## src/rtl/encoder_decoder_mul_arb.sv

```systemverilog
// Round-robin arbiter feeding one shared 13x10 signed multiplier pipeline.
// Each accepted operand pair is tagged with its requester and its product is returned to that requester.
module encoder_decoder_mul_arb #(
    parameter int unsigned NUM_REQ   = 4,
    parameter int unsigned A_WIDTH   = 13,
    parameter int unsigned B_WIDTH   = 10,
    parameter int unsigned P_WIDTH   = 23,
    parameter int unsigned NUM_STAGE = 2,
    parameter int unsigned ID_WIDTH  = 2
) (
    input  logic                         ap_clk,
    input  logic                         ap_rst_n,
    input  logic                         en,
    input  logic [NUM_REQ-1:0]           req_valid,
    input  logic [NUM_REQ*A_WIDTH-1:0]   req_a,
    input  logic [NUM_REQ*B_WIDTH-1:0]   req_b,
    output logic [NUM_REQ-1:0]           req_ready,
    output logic [NUM_REQ-1:0]           rsp_valid,
    output logic [P_WIDTH-1:0]           rsp_p,
    output logic [ID_WIDTH-1:0]          rsp_id,
    output logic                         idle
);

    localparam int unsigned LAST_ID = NUM_REQ - 1;

    logic [ID_WIDTH-1:0] ptr;
    logic [ID_WIDTH-1:0] gnt_id;
    logic [ID_WIDTH-1:0] scan_id;
    logic                hs;

    logic                op_valid;
    logic [A_WIDTH-1:0]  op_a;
    logic [B_WIDTH-1:0]  op_b;
    logic [ID_WIDTH-1:0] op_id;

    logic signed [P_WIDTH-1:0] prod;

    logic                tail_valid;
    logic [P_WIDTH-1:0]  tail_p;
    logic [ID_WIDTH-1:0] tail_id;
    logic                mid_busy;

    // First asserted request scanning from ptr wins; grant is purely combinational.
    always_comb begin
        req_ready = '0;
        gnt_id    = '0;
        hs        = 1'b0;
        scan_id   = '0;
        for (int unsigned k = 0; k < NUM_REQ; k++) begin
            scan_id = ID_WIDTH'((32'(ptr) + k) % NUM_REQ);
            if (ap_rst_n && en && !hs && req_valid[scan_id]) begin
                req_ready[scan_id] = 1'b1;
                gnt_id             = scan_id;
                hs                 = 1'b1;
            end
        end
    end

    always_ff @(posedge ap_clk or negedge ap_rst_n) begin
        if (!ap_rst_n) begin
            ptr <= '0;
        end else if (hs) begin
            ptr <= (gnt_id == ID_WIDTH'(LAST_ID)) ? '0 : gnt_id + ID_WIDTH'(1);
        end
    end

    // Operand register: one entry per handshake, bubble otherwise.
    always_ff @(posedge ap_clk or negedge ap_rst_n) begin
        if (!ap_rst_n) begin
            op_valid <= 1'b0;
            op_a     <= '0;
            op_b     <= '0;
            op_id    <= '0;
        end else begin
            op_valid <= hs;
            if (hs) begin
                op_a  <= req_a[32'(gnt_id) * A_WIDTH +: A_WIDTH];
                op_b  <= req_b[32'(gnt_id) * B_WIDTH +: B_WIDTH];
                op_id <= gnt_id;
            end
        end
    end

    // a is unsigned, so a zero MSB is prepended before the signed multiply.
    assign prod = P_WIDTH'($signed({1'b0, op_a})) * P_WIDTH'($signed(op_b));

    // Intermediate stages; the final stage is the registered response itself.
    if (NUM_STAGE > 1) begin : g_mid
        localparam int unsigned MID = NUM_STAGE - 1;

        logic [MID-1:0]      v;
        logic [P_WIDTH-1:0]  p  [MID];
        logic [ID_WIDTH-1:0] id [MID];

        always_ff @(posedge ap_clk or negedge ap_rst_n) begin
            if (!ap_rst_n) begin
                v <= '0;
                for (int unsigned i = 0; i < MID; i++) begin
                    p[i]  <= '0;
                    id[i] <= '0;
                end
            end else begin
                v[0]  <= op_valid;
                p[0]  <= prod;
                id[0] <= op_id;
                for (int unsigned i = 1; i < MID; i++) begin
                    v[i]  <= v[i-1];
                    p[i]  <= p[i-1];
                    id[i] <= id[i-1];
                end
            end
        end

        assign tail_valid = v[MID-1];
        assign tail_p     = p[MID-1];
        assign tail_id    = id[MID-1];
        assign mid_busy   = |v;
    end else begin : g_nomid
        assign tail_valid = op_valid;
        assign tail_p     = prod;
        assign tail_id    = op_id;
        assign mid_busy   = 1'b0;
    end

    // idle is registered from the next-cycle occupancy of every stage.
    always_ff @(posedge ap_clk or negedge ap_rst_n) begin
        if (!ap_rst_n) begin
            rsp_valid <= '0;
            rsp_p     <= '0;
            rsp_id    <= '0;
            idle      <= 1'b1;
        end else begin
            rsp_valid <= tail_valid ? (NUM_REQ'(1) << tail_id) : '0;
            if (tail_valid) begin
                rsp_p  <= tail_p;
                rsp_id <= tail_id;
            end
            idle <= ~(hs | op_valid | mid_busy);
        end
    end

endmodule

```

## config.mk

```make
export PLATFORM = sky130hd
export DESIGN_NAME = encoder_decoder_mul_arb
export DESIGN_NICKNAME = d
export VERILOG_FILES = /design/src/rtl/encoder_decoder_mul_arb.sv
export SDC_FILE = /design/constraint.sdc
export NUM_CORES = 1
export LEC_CHECK = 0
export BUFFER_PORTS_ARGS = -buffer_cell sky130_fd_sc_hd__buf_4
export CAP_MARGIN = 20
export CORE_UTILIZATION = 55
export DETAILED_ROUTE_END_ITERATION = 12
export PLACE_DENSITY = 0.84
export SLEW_MARGIN = 20
export SYNTH_ARGS = -nofsm -noshare
export SYNTH_HDL_FRONTEND = slang
export SYNTH_SLANG_ARGS = --single-unit
export TNS_END_PERCENT = 100
```

## constraint.sdc

```tcl
create_clock -name ap_clk -period 7.3 [get_ports ap_clk]
set_clock_uncertainty 0.05 [all_clocks]
set_input_delay 0 -clock ap_clk [delete_from_list [all_inputs] [get_ports ap_clk]]
set_output_delay 0 -clock ap_clk [all_outputs]
set_load 0.05 [all_outputs]
```

==> impl_results.md, run 1 <==
* Maximum root-to-sink buffer count at 2
* Mapped Nets at 1081
* Detail Route Antenna Nets at 0
* Yosys top cell by area: dfrtp_1
* Critical path cell sequence: and2_1, fa_1, inv_1, fa_1, inv_1, fa_1, fa_1, inv_1, fa_1, inv_1, ha_1, or2_2, o311a_1, a41oi_1, a21oi_1, a211o_1, a21oi_1, xnor2_1
* Final hold slack at roughly 0.058 ns
* Fraction of registers with async set/reset at 1.000
* Setup Buffers After CTS at 0
* Via count at 6355
* Worst-Skew Late Latency at 0.36 ns
* Dpl hpwl at ~14000 um
* Count leader, synth: inv_1
* Crit path largest cell delay at around 0.54 ns
* Synthesized area at 0.008217 mm2
* Post-synth EDFFs at 0
* Share of Yosys cell area claimed by the top area cell type at 0.2528
* Worst setup SP type: register
* Worst Path Class, Setup: register to register
* Slew Limit Fails at 0
* Worst slew margin at 0.5093
* CORE AREA at between 0.01 and 0.015 mm2
* P&R area growth vs syn at 23.79%
* Wirelength per Cell at 15.87 um
* First-pass GRT wire length at 31810 um
* Main flop type after synthesis: dfrtp_1
* Initial Utilization at 0.5653
* Sum Neg Setup Slack at 0 ns
* Worst path arrival time at ~5.8 ns
* Final hold vios at 0
* Mapped Cells at 823
* Yosys reg bits at 84
* GRT Overall Usage at 0.2589
* Filler cell count at 1082
* Commonest cells post-synth: inv_1, nand2_1, fa_1, dfrtp_1, ha_1
* RSZ-0062 raised after global routing: false
* Synth cell types at 53
* F_max at 180.4 MHz
* Drt pass-1 iters at 5
* Total Wirelength at approximately 19000 um
* Period minus WS final at 5.543 ns
* Routability congestion estimate at 0.8964
* Clk sink count at 84
* Layout Nets at 1249
* Top post-synthesis cells by area: dfrtp_1, fa_1, ha_1
* Clock tree from TritonCTS: done
* Capturing element type of the critical path: register
* DR iter-0 viols at ~360
* # H-tree levels at 3
* I/O pin count at between 100 and 150
* Fraction of layout cells with a size suffix above 1 at 0.1908
* Hold Crit Class: input pin to register
* Vias in the first global route at 6631
* DIE AREA at 0.01543 mm2
* Status: finished, final reports clean
* Critical Path Fanout Max at 14
* Max cap viols at 0
* Final worst path period share at 0.7594
* Die height at 124.2 um
* Largest net degree at the start of global routing at 49
* Congestion Overflow GR at 0
* Top cell by count, worst path: fa_1
* Actual slew at the worst max-slew pin at 0.7361 ns
* Via/cell ratio at 5.386
* Diodes inserted at 0
* Sequential fraction of the synthesis area at 0.2560
* Worst-path clk slew at 0.07 ns
* Initial antenna violation count at 0
* Slowest stage cell, crit path: fa_1
* WP data required at 7.52 ns
* IO Port Bufs at 132
* DRC at 0
* Die W at 124.2 um
* Num CTS Buffers at 9
* CTS Root Buffer Type: clkbuf_16
* Row cnt at 44
* Final setup vio count at 0
* Syn_area_per_cell at 9.984 um2
* Yosys Warn Count at 0
[placed cells by master, fill, tap and decap left out, types with 3 or more instances in the layout]
| master | instances |
|---|---|
| mux4_2 | 3 |
| and3_1 | 4 |
| or2_2 | 3 |
| o21bai_1 | 3 |
| a211oi_1 | 3 |
| a222oi_1 | 4 |
| a41oi_1 | 3 |
| nand2_1 | 102 |
| a31oi_1 | 3 |
| ha_1 | 72 |
| nor3_1 | 4 |
| dlygate4sd3_1 | 61 |
| a21boi_1 | 4 |
| mux2i_1 | 47 |
| buf_4 | 135 |
| o221ai_1 | 14 |
| xor2_1 | 8 |
| a21o_1 | 6 |
| and2_1 | 56 |
| o21a_1 | 3 |
| xnor2_1 | 16 |
| clkinv_4 | 3 |
| mux2_2 | 27 |
| nor2b_1 | 10 |
| nand2b_1 | 9 |
| fa_1 | 87 |
| o21ai_0 | 11 |
| inv_1 | 125 |
| nor3b_1 | 3 |
| nor2_1 | 15 |
| clkbuf_16 | 9 |
| a21boi_0 | 4 |
| nand3_1 | 7 |
| dfrtp_1 | 82 |
| a21oi_1 | 22 |
| or3_1 | 4 |
[final timing paths]
check                                    start               endpoint  slack [ns]  cells after the start
setup / recovery           op_b[4]$_DFFE_PN0P_  g_mid.p[19]$_DFF_PN0_        1.76                     18
hold / removal                        req_a[5]    op_a[5]$_DFFE_PN0P_        0.06                      4
setup reg to reg           op_b[4]$_DFFE_PN0P_  g_mid.p[19]$_DFF_PN0_        1.76                     18
hold reg to reg             op_valid$_DFF_PN0_      g_mid.v$_DFF_PN0_        0.33                      0
max in group asynchronous             ap_rst_n      g_mid.v$_DFF_PN0_        6.11                      3
min in group asynchronous             ap_rst_n    op_a[1]$_DFFE_PN0P_        0.12                      2
[layer usage]
metal  routed length (um)  global-route usage  share of wire
met5                    0                   0              0
met4                  306             0.08859          0.016
met3                 1256             0.04655          0.067
met2                 8908              0.4235           0.48
met1                 8255              0.3471           0.44
[logic make-up after synthesis]
| group | after synthesis | share of synthesized area |
|---|---|---|
| AO/OA/AOI/OAI | 91 | 0.07995 |
| multiplexers | 77 | 0.1025 |
| flip-flops | 84 | 0.2560 |
| AND/OR/NAND/NOR | 224 | 0.1345 |
| buffers and inverters | 164 | 0.07994 |
| XOR/XNOR | 24 | 0.02558 |
| adder cells (fa/ha/maj) | 159 | 0.3216 |
[per-stage QoR]
step	area [um2]	cells	utilization	setup WS (ns)
2_1_floorplan	8217	823	-	2.091
3_3_place_gp	9281	1103	0.6386	1.919
3_5_place_dp	9281	1103	0.6386	1.765
4_1_cts	10170	1180	0.6997	1.755
5_1_grt	10170	1180	0.6998	1.486
6_report	10170	1180	0.6998	1.757
[critical path, delay by kind of cell (launching register included)]
family,cells,cell delay (ns)
compound gates,5,1.02
buf+inv,4,0.20
flops,1,0.53
xor+xnor,1,0.15
fa+ha+maj,6,2.92
simple gates,2,0.58
[registers in the layout, summed over array words and instances, names as in the netlist, named ones only]
name,flops
rsp_p,23
idle,1
op_b,10
ptr,1
g_mid.v,1
op_a,13
rsp_id,2
op_valid,1
g_mid.p,23
op_id,2
g_mid.id,2
rsp_valid,4
[area by class of cell]
cell class	count	area, um2	area share
clock buffer	10	229.0	0.02251
clock inverter	6	48.80	0.004798
inverter	125	469.2	0.04613
multi-input combinational	575	5465	0.5373
sequential	84	2105	0.2069
tap	184	230.2	0.02264
timing repair buffer	196	1624	0.1597
[repair_timing]
item / CTS / global route
hold buffers: 61 / 0
hold endpoints to repair: 59 / 0
setup endpoints to repair: 0 / 0
gates resized for setup: 0 / 0
Power of run 1 is not shown: default switching activity piles up to over one toggle a cycle in this logic, so the estimate is an artifact.
==> run 2, diff against run 1 <==
--- a/config.mk
+++ b/config.mk
@@ -5,6 +5,7 @@
 export SDC_FILE = /design/constraint.sdc
 export NUM_CORES = 1
 export LEC_CHECK = 0
+export ABC_AREA = 1
 export BUFFER_PORTS_ARGS = -buffer_cell sky130_fd_sc_hd__buf_4
 export CAP_MARGIN = 20
 export CORE_UTILIZATION = 55
==> constraint.sdc (replaced) <==
create_clock -name ap_clk -period 5.25 [get_ports ap_clk]
set_clock_uncertainty 0.05 [all_clocks]
set_input_delay 0 -clock ap_clk [delete_from_list [all_inputs] [get_ports ap_clk]]
set_output_delay 0 -clock ap_clk [all_outputs]
set_load 0.05 [all_outputs]
==> impl_results.md, run 2 <==
* I/O pin count at 133 (unchanged)
* Worst slew margin at 0.5867 (+0.07743)
* Final setup vio count at 0 (unchanged)
* Slowest stage cell, crit path: fa_1
* Worst-Skew Late Latency at 0.36 ns (about the same)
* F_max at 198.5 MHz (+10%)
* Period minus WS final at 5.037 ns (-0.5063 ns)
* Initial Utilization at 0.5671 (+0.001734)
* Reg2reg start: op_b[5]$_DFFE_PN0P_
* Maximum root-to-sink buffer count at 2 (unchanged)
* Dpl hpwl at 16090 um (+17%)
* Worst path arrival time at 5.26 ns (-0.50 ns)
* Final hold vios at 0 (unchanged)
* Buf/Inv on CP at 5 (+1)
* Die W at 127.7 um (+2.8%)
* Hold Crit Class: input pin to register
* DR iter-0 viols at 571 (+58%)
* Via count at 7465 (+17%)
* Clock tree from TritonCTS: done
* Routability congestion estimate at 0.9484 (+5.8%)
* Synth cell types at 45 (-15%)
* Synthesized area at 0.008685 mm2 (+5.7%)
* Worst-path clk slew at 0.06 ns (about the same)
* First-pass GRT wire length at 34670 um (+9.0%)
* Post-synthesis simple-gate area fraction at 0.2335 (+0.09908)
* Syn_area_per_cell at 8.004 um2 (-20%)
* Vias in the first global route at 7423 (+12%)
* Most frequent cells in the layout: nand2_1, inv_1, buf_4
* Critical path cell sequence: nand2_1, inv_1, fa_1, inv_1, fa_1, inv_1, fa_1, fa_1, inv_1, fa_1, inv_1, ha_1, nand2_1, nor3_1, nand2_1, nand2_1, nand2_1, nand2_1, nand2_1, a31oi_1, xor2_1
* CORE AREA at 0.01531 mm2 (+5.4%)
* Commonest cells post-synth: nand2_1, inv_1, fa_1, dfrtp_1, ha_1
* Congestion Overflow GR at 0 (unchanged)
* Diodes inserted at 0 (unchanged)
* Clk sink count at 84 (unchanged)
* Sum Neg Setup Slack at 0 ns (unchanged)
* Fraction of layout cells with a size suffix above 1 at 0.2037 (+0.01290)
* Status: finished, final reports clean
* Synth Area in Compound Gates at 0.04365 (-0.03629)
* Count leader, synth: nand2_1
* Layout Nets at 1510 (+21%)
* Yosys Warn Count at 0 (unchanged)
* Mux contribution to synthesized area at 0.02982 (-0.07266)
* IO Port Bufs at 132 (unchanged)
* Initial antenna violation count at 0 (unchanged)
* DIE AREA at 0.01630 mm2 (+5.6%)
* Biggest regs: g_mid.p: 23 flops, rsp_p: 23 flops, op_a: 13 flops
* Crit path largest cell delay at 0.55 ns (about the same)
* Mapped Cells at 1085 (+32%)
* Mapped Nets at 1343 (+24%)
* Largest net degree at the start of global routing at 51 (+4.1%)
* Synth Area in Adders at 0.3043 (-0.01733)
* Total Wirelength at 20580 um (+9.9%)
* Wirelength per Cell at 14.02 um (-12%)
* Top post-synthesis cells by area: dfrtp_1, fa_1, nand2_1
* Critical Path Fanout Max at 14 (unchanged)
* CTS Root Buffer Type: clkbuf_16
* Sequential fraction of the synthesis area at 0.2422 (-0.01379)
* DRC at 0 (unchanged)
* Row cnt at 45 (+2.3%)
* Max cap viols at 0 (unchanged)
* Fraction of registers with async set/reset at 1.000 (unchanged)
* XOR/XNOR share of the synthesized area at 0.02219 (-0.003395)
* Post-synth EDFFs at 0 (unchanged)
* Yosys top cell by area: dfrtp_1
* Detail Route Antenna Nets at 0 (unchanged)
* Share of Yosys cell area claimed by the top area cell type at 0.2392 (-0.01362)
* Actual slew at the worst max-slew pin at 0.6178 ns (-0.1183 ns)
* Yosys reg bits at 84 (unchanged)
* Main flop type after synthesis: dfrtp_1
* Worst Hold Launch: req_a[25]
* Capturing element type of the critical path: register
* Filler cell count at 1191 (+10%)
* WP data required at 5.47 ns (-2.05 ns)
* Final worst path period share at 0.9594 (+0.2001)
* # H-tree levels at 3 (unchanged)
* Top cell by count, worst path: nand2_1
* Largest family of logic cells by synthesized area: adder cells
* Top delay family on crit path: adder cells
* Worst Path Class, Setup: register to register
* P&R area growth vs syn at 22.83%
* RSZ-0062 raised after global routing: false
* Slew Limit Fails at 0 (unchanged)
* Drt pass-1 iters at 5 (unchanged)
* R2R setup slack at 0.21 ns (-1.54 ns)
* Worst setup SP type: register
* GRT Overall Usage at 0.2688 (+0.009894)
* Die height at 127.7 um (+2.8%)
* Commonest non-fill, non-tap cell in the layout: nand2_1
* Critical Path Start: op_b[5]$_DFFE_PN0P_
* Num CTS Buffers at 9 (unchanged)
* Via/cell ratio at 5.085 (-5.6%)
[run 2: stage by stage]
step | setup slack, ns | area (um2) | hold WS [ns] | cells | util
finish | 0.2130 | 10670 | 0.01005 | 1468 | 0.6966
global placement | 0.1537 | 9799 | 0.005180 | 1395 | 0.6399
global route | 0.001018 | 10670 | 0.05064 | 1468 | 0.6966
CTS | 0.06280 | 10550 | 0.006040 | 1458 | 0.6887
detailed placement | 0.09112 | 9799 | 0.001553 | 1395 | 0.6399
floorplan | 0.3697 | 8685 | -0.3456 | 1085 | -
[run 2: worst paths after layout]
check / cells past startpoint / to
setup / recovery: 21 / g_mid.p[21]$_DFF_PN0_
hold / removal: 7 / op_a[12]$_DFFE_PN0P_
setup reg to reg: 21 / g_mid.p[21]$_DFF_PN0_
hold reg to reg: 0 / g_mid.id[0]$_DFF_PN0_
max in group asynchronous: 3 / op_a[9]$_DFFE_PN0P_
min in group asynchronous: 2 / rsp_p[20]$_DFFE_PN0P_
[run 2: kinds of logic after synthesis]
group	Yosys count
AO/OA/AOI/OAI	66
XOR/XNOR	22
adder cells (fa/ha/maj)	159
buffers and inverters	271
flip-flops	84
multiplexers	23
AND/OR/NAND/NOR	460
[run 2: area by class of cell]
class | instances | area, um2 | share of cell area
Clock buffer | 9 | 225.2 | 0.02111
Clock inverter | 7 | 52.55 | 0.004926
Inverter | 226 | 849.6 | 0.07964
Multi-Input combinational cell | 730 | 5527 | 0.5181
Sequential cell | 84 | 2123 | 0.1990
Tap cell | 211 | 264.0 | 0.02475
Timing Repair Buffer | 201 | 1627 | 0.1525
[run 2: worst min-delay path, stage by stage]
cell	delay [ns]
buf_4	0.08
inv_1	0.03
nand2_1	0.05
nand3_1	0.06
nand2_1	0.07
nand2_1	0.05
nand2_1	0.05
[run 2: metal layers]
| metal | routed length, um | track usage | vias to the layer above |
|---|---|---|---|
| li1 | - | - | 3604 |
| met1 | 9019 | 0.3650 | 3489 |
| met2 | 9603 | 0.4442 | 340 |
| met3 | 1591 | 0.04633 | 32 |
| met4 | 367 | 0.07820 | 0 |
| met5 | 0 | 0 | - |
[run 2: timing repair]
item | CTS | global route
hold buffers | 47 | 0
buffers inserted | 0 | 10
gates resized for setup | 0 | 20
endpoints found under the hold margin | 64 | 0
endpoints found under the setup margin | 0 | 10
Power of run 2 is left out for the same reason.
==> run 3, diff against run 2 <==
--- a/config.mk
+++ b/config.mk
@@ -8,6 +8,7 @@
 export ABC_AREA = 1
 export BUFFER_PORTS_ARGS = -buffer_cell sky130_fd_sc_hd__buf_4
 export CAP_MARGIN = 20
+export CORE_ASPECT_RATIO = 0.9
 export CORE_UTILIZATION = 55
 export DETAILED_ROUTE_END_ITERATION = 12
 export PLACE_DENSITY = 0.84
==> impl_results.md, run 3 (same netlist as run 2, synthesis figures left out) <==
* Layout Nets at 1505 (-0.33%)
* P&R area growth vs syn at 22.50%
* Worst slew margin at 0.3685 (-0.2182)
* Final hold slack at 0.009486 ns (-0.0005603 ns)
* Worst-path clk slew at 0.07 ns (about the same)
* Capturing element type of the critical path: register
* Actual slew at the worst max-slew pin at 0.9462 ns (+0.3284 ns)
* Hold Crit Depth at 7 (unchanged)
* Die W at 134.5 um (+5.3%)
* Final hold vios at 0 (unchanged)
* Congestion Overflow GR at 0 (unchanged)
* Hold path endpoint: op_a[3]$_DFFE_PN0P_
* DR iter-0 viols at 514 (-10%)
* Num CTS Buffers at 9 (unchanged)
* Via/cell ratio at 5.119 (+0.67%)
* Worst Hold Launch: req_a[16]
* Critical path cell sequence: nand2_1, inv_1, fa_1, inv_1, fa_1, inv_1, fa_1, fa_1, inv_1, fa_1, inv_1, ha_1, a21oi_1, o21ai_0, nand2_1, o211a_1, nand3_1, nand2_1, nand2_1, xnor2_1
* Register area at 0.002122 mm2 (about the same)
* WP data required at 5.44 ns (-0.03 ns)
* Buf/Inv on CP at 5 (unchanged)
* Row cnt at 43 (-4.4%)
* Final setup vio count at 0 (unchanged)
* Biggest regs: g_mid.p: 23 flops, rsp_p: 23 flops, op_a: 13 flops
* Worst-Skew Late Latency at 0.36 ns (about the same)
* Maximum root-to-sink buffer count at 2 (unchanged)
* Hold Crit Class: input pin to register
* Post-placement cell count at 1381 (-1.0%)
* F_max at 197.1 MHz (-0.72%)
* CORE AREA at 0.01544 mm2 (+0.83%)
* Vias in the first global route at 7484 (+0.82%)
* Area taken by multi-input logic gates at 0.005525 mm2 (about the same)
* Routability congestion estimate at 0.9065 (-4.4%)
* Detail Route Antenna Nets at 0 (unchanged)
* Largest net degree at the start of global routing at 84 (+65%)
* Slew Limit Fails at 0 (unchanged)
* Wirelength per Cell at 14.71 um (+4.9%)
* Period minus WS final at 5.074 ns (+0.03665 ns)
* Most frequent cells in the layout: nand2_1, inv_1, buf_4
* Critical Path Fanout Max at 14 (unchanged)
* Fraction of layout cells with a size suffix above 1 at 0.1973 (-0.006375)
* Diodes inserted at 0 (unchanged)
* Total Wirelength at 21380 um (+3.9%)
* Reg2reg start: op_b[8]$_DFFE_PN0P_
* Via count at 7443 (-0.29%)
* Reg2reg end: g_mid.p[22]$_DFF_PN0_
* R2R cell count at 20 (-4.8%)
* Clock tree from TritonCTS: done
* DRC at 0 (unchanged)
* CTS Root Buffer Type: clkbuf_16
* Final worst path period share at 0.9664 (+0.006981)
* DIE AREA at 0.01630 mm2 (about the same)
* Slowest stage cell, crit path: fa_1
* Commonest non-fill, non-tap cell in the layout: nand2_1
* Worst path arrival time at 5.26 ns (about the same)
* Max cap viols at 0 (unchanged)
* # H-tree levels at 3 (unchanged)
* Dpl cell area at 0.009751 mm2 (-0.50%)
* Filler cell count at 1232 (+3.4%)
* Final core occ at 0.6890 (-0.007565)
* Worst setup SP type: register
* Initial Utilization at 0.5624 (-0.004641)
* Die height at 121.2 um (-5.1%)
* Clk sink count at 84 (unchanged)
* IO Port Bufs at 132 (unchanged)
* R2R setup slack at 0.18 ns (-0.04 ns)
* Dpl hpwl at 16160 um (+0.42%)
* Post-route cell area at 0.01064 mm2 (-0.27%)
* GRT Overall Usage at 0.2762 (+0.007485)
* Initial antenna violation count at 0 (unchanged)
* Top delay family on crit path: adder cells
* Worst Path Class, Setup: register to register
* Status: finished, final reports clean
* First-pass GRT wire length at 35070 um (+1.2%)
* I/O pin count at 133 (unchanged)
* RSZ-0062 raised after global routing: true
* Post-Layout Cell Count at 1454 (-0.95%)
* Crit path largest cell delay at 0.55 ns (about the same)
* Drt pass-1 iters at 6 (+1)
run 3: cell types whose count changed in the layout (fill, tap and decap cells not counted), moves of 2 or more:
cell,delta
inv_8,+2
dlygate4sd3_1,+3
buf_4,-9
inv_6,+2
clkinvlp_4,-2
run 3: cell type report:
class                           count  share of cell area
Timing Repair Buffer              196              0.1504
Tap cell                          202             0.02376
Inverter                          226             0.07985
Sequential cell                    84              0.1995
Multi-Input combinational cell    730              0.5193
Clock buffer                        9             0.02117
Clock inverter                      7            0.005998
run 3: stage by stage:
stage          setup WS [ns]  setup TNS, ns
3_5_place_dp         0.09928              0
3_3_place_gp          0.2356              0
5_1_grt             -0.01162       -0.02183
6_report              0.1763              0
2_1_floorplan         0.3697              0
4_1_cts              0.06204              0
run 3: worst min-delay path: cells and delay by family:
family                 cells  cell delay, ns
AND/OR/NAND/NOR            5            0.27
buffers and inverters      2            0.11
run 3: repair_timing:
action	in CTS	in global routing
hold buffers	50	0
setup buffers	0	7
setup endpoints to repair	0	11
resized for setup	0	19
hold endpoints to repair	101	0
run 3: worst max path at each step:
stage / cells past startpoint / from / end / slack [ns]
after floorplan: 21 / op_b[9]$_DFFE_PN0P_ / g_mid.p[22]$_DFF_PN0_ / 0.37
after global placement: 23 / op_b[1]$_DFFE_PN0P_ / g_mid.p[19]$_DFF_PN0_ / 0.24
after detailed placement: 17 / op_b[5]$_DFFE_PN0P_ / g_mid.p[14]$_DFF_PN0_ / 0.1
after CTS: 17 / op_b[5]$_DFFE_PN0P_ / g_mid.p[14]$_DFF_PN0_ / 0.06
after global routing: 23 / op_a[7]$_DFFE_PN0P_ / g_mid.p[19]$_DFF_PN0_ / -0.01
final: 20 / op_b[8]$_DFFE_PN0P_ / g_mid.p[22]$_DFF_PN0_ / 0.18
run 3: per-layer routing:
metal  GRT usage  share of wire  vias to the layer above  wire, um
li1            -              -                     3592         -
met1      0.3605           0.42                     3486      9060
met2      0.4641           0.47                      327     10090
met3     0.05973          0.082                       38      1761
met4     0.07654          0.022                        0       470
met5           0              0                        -         0
Power of run 3 is left out for the same reason.
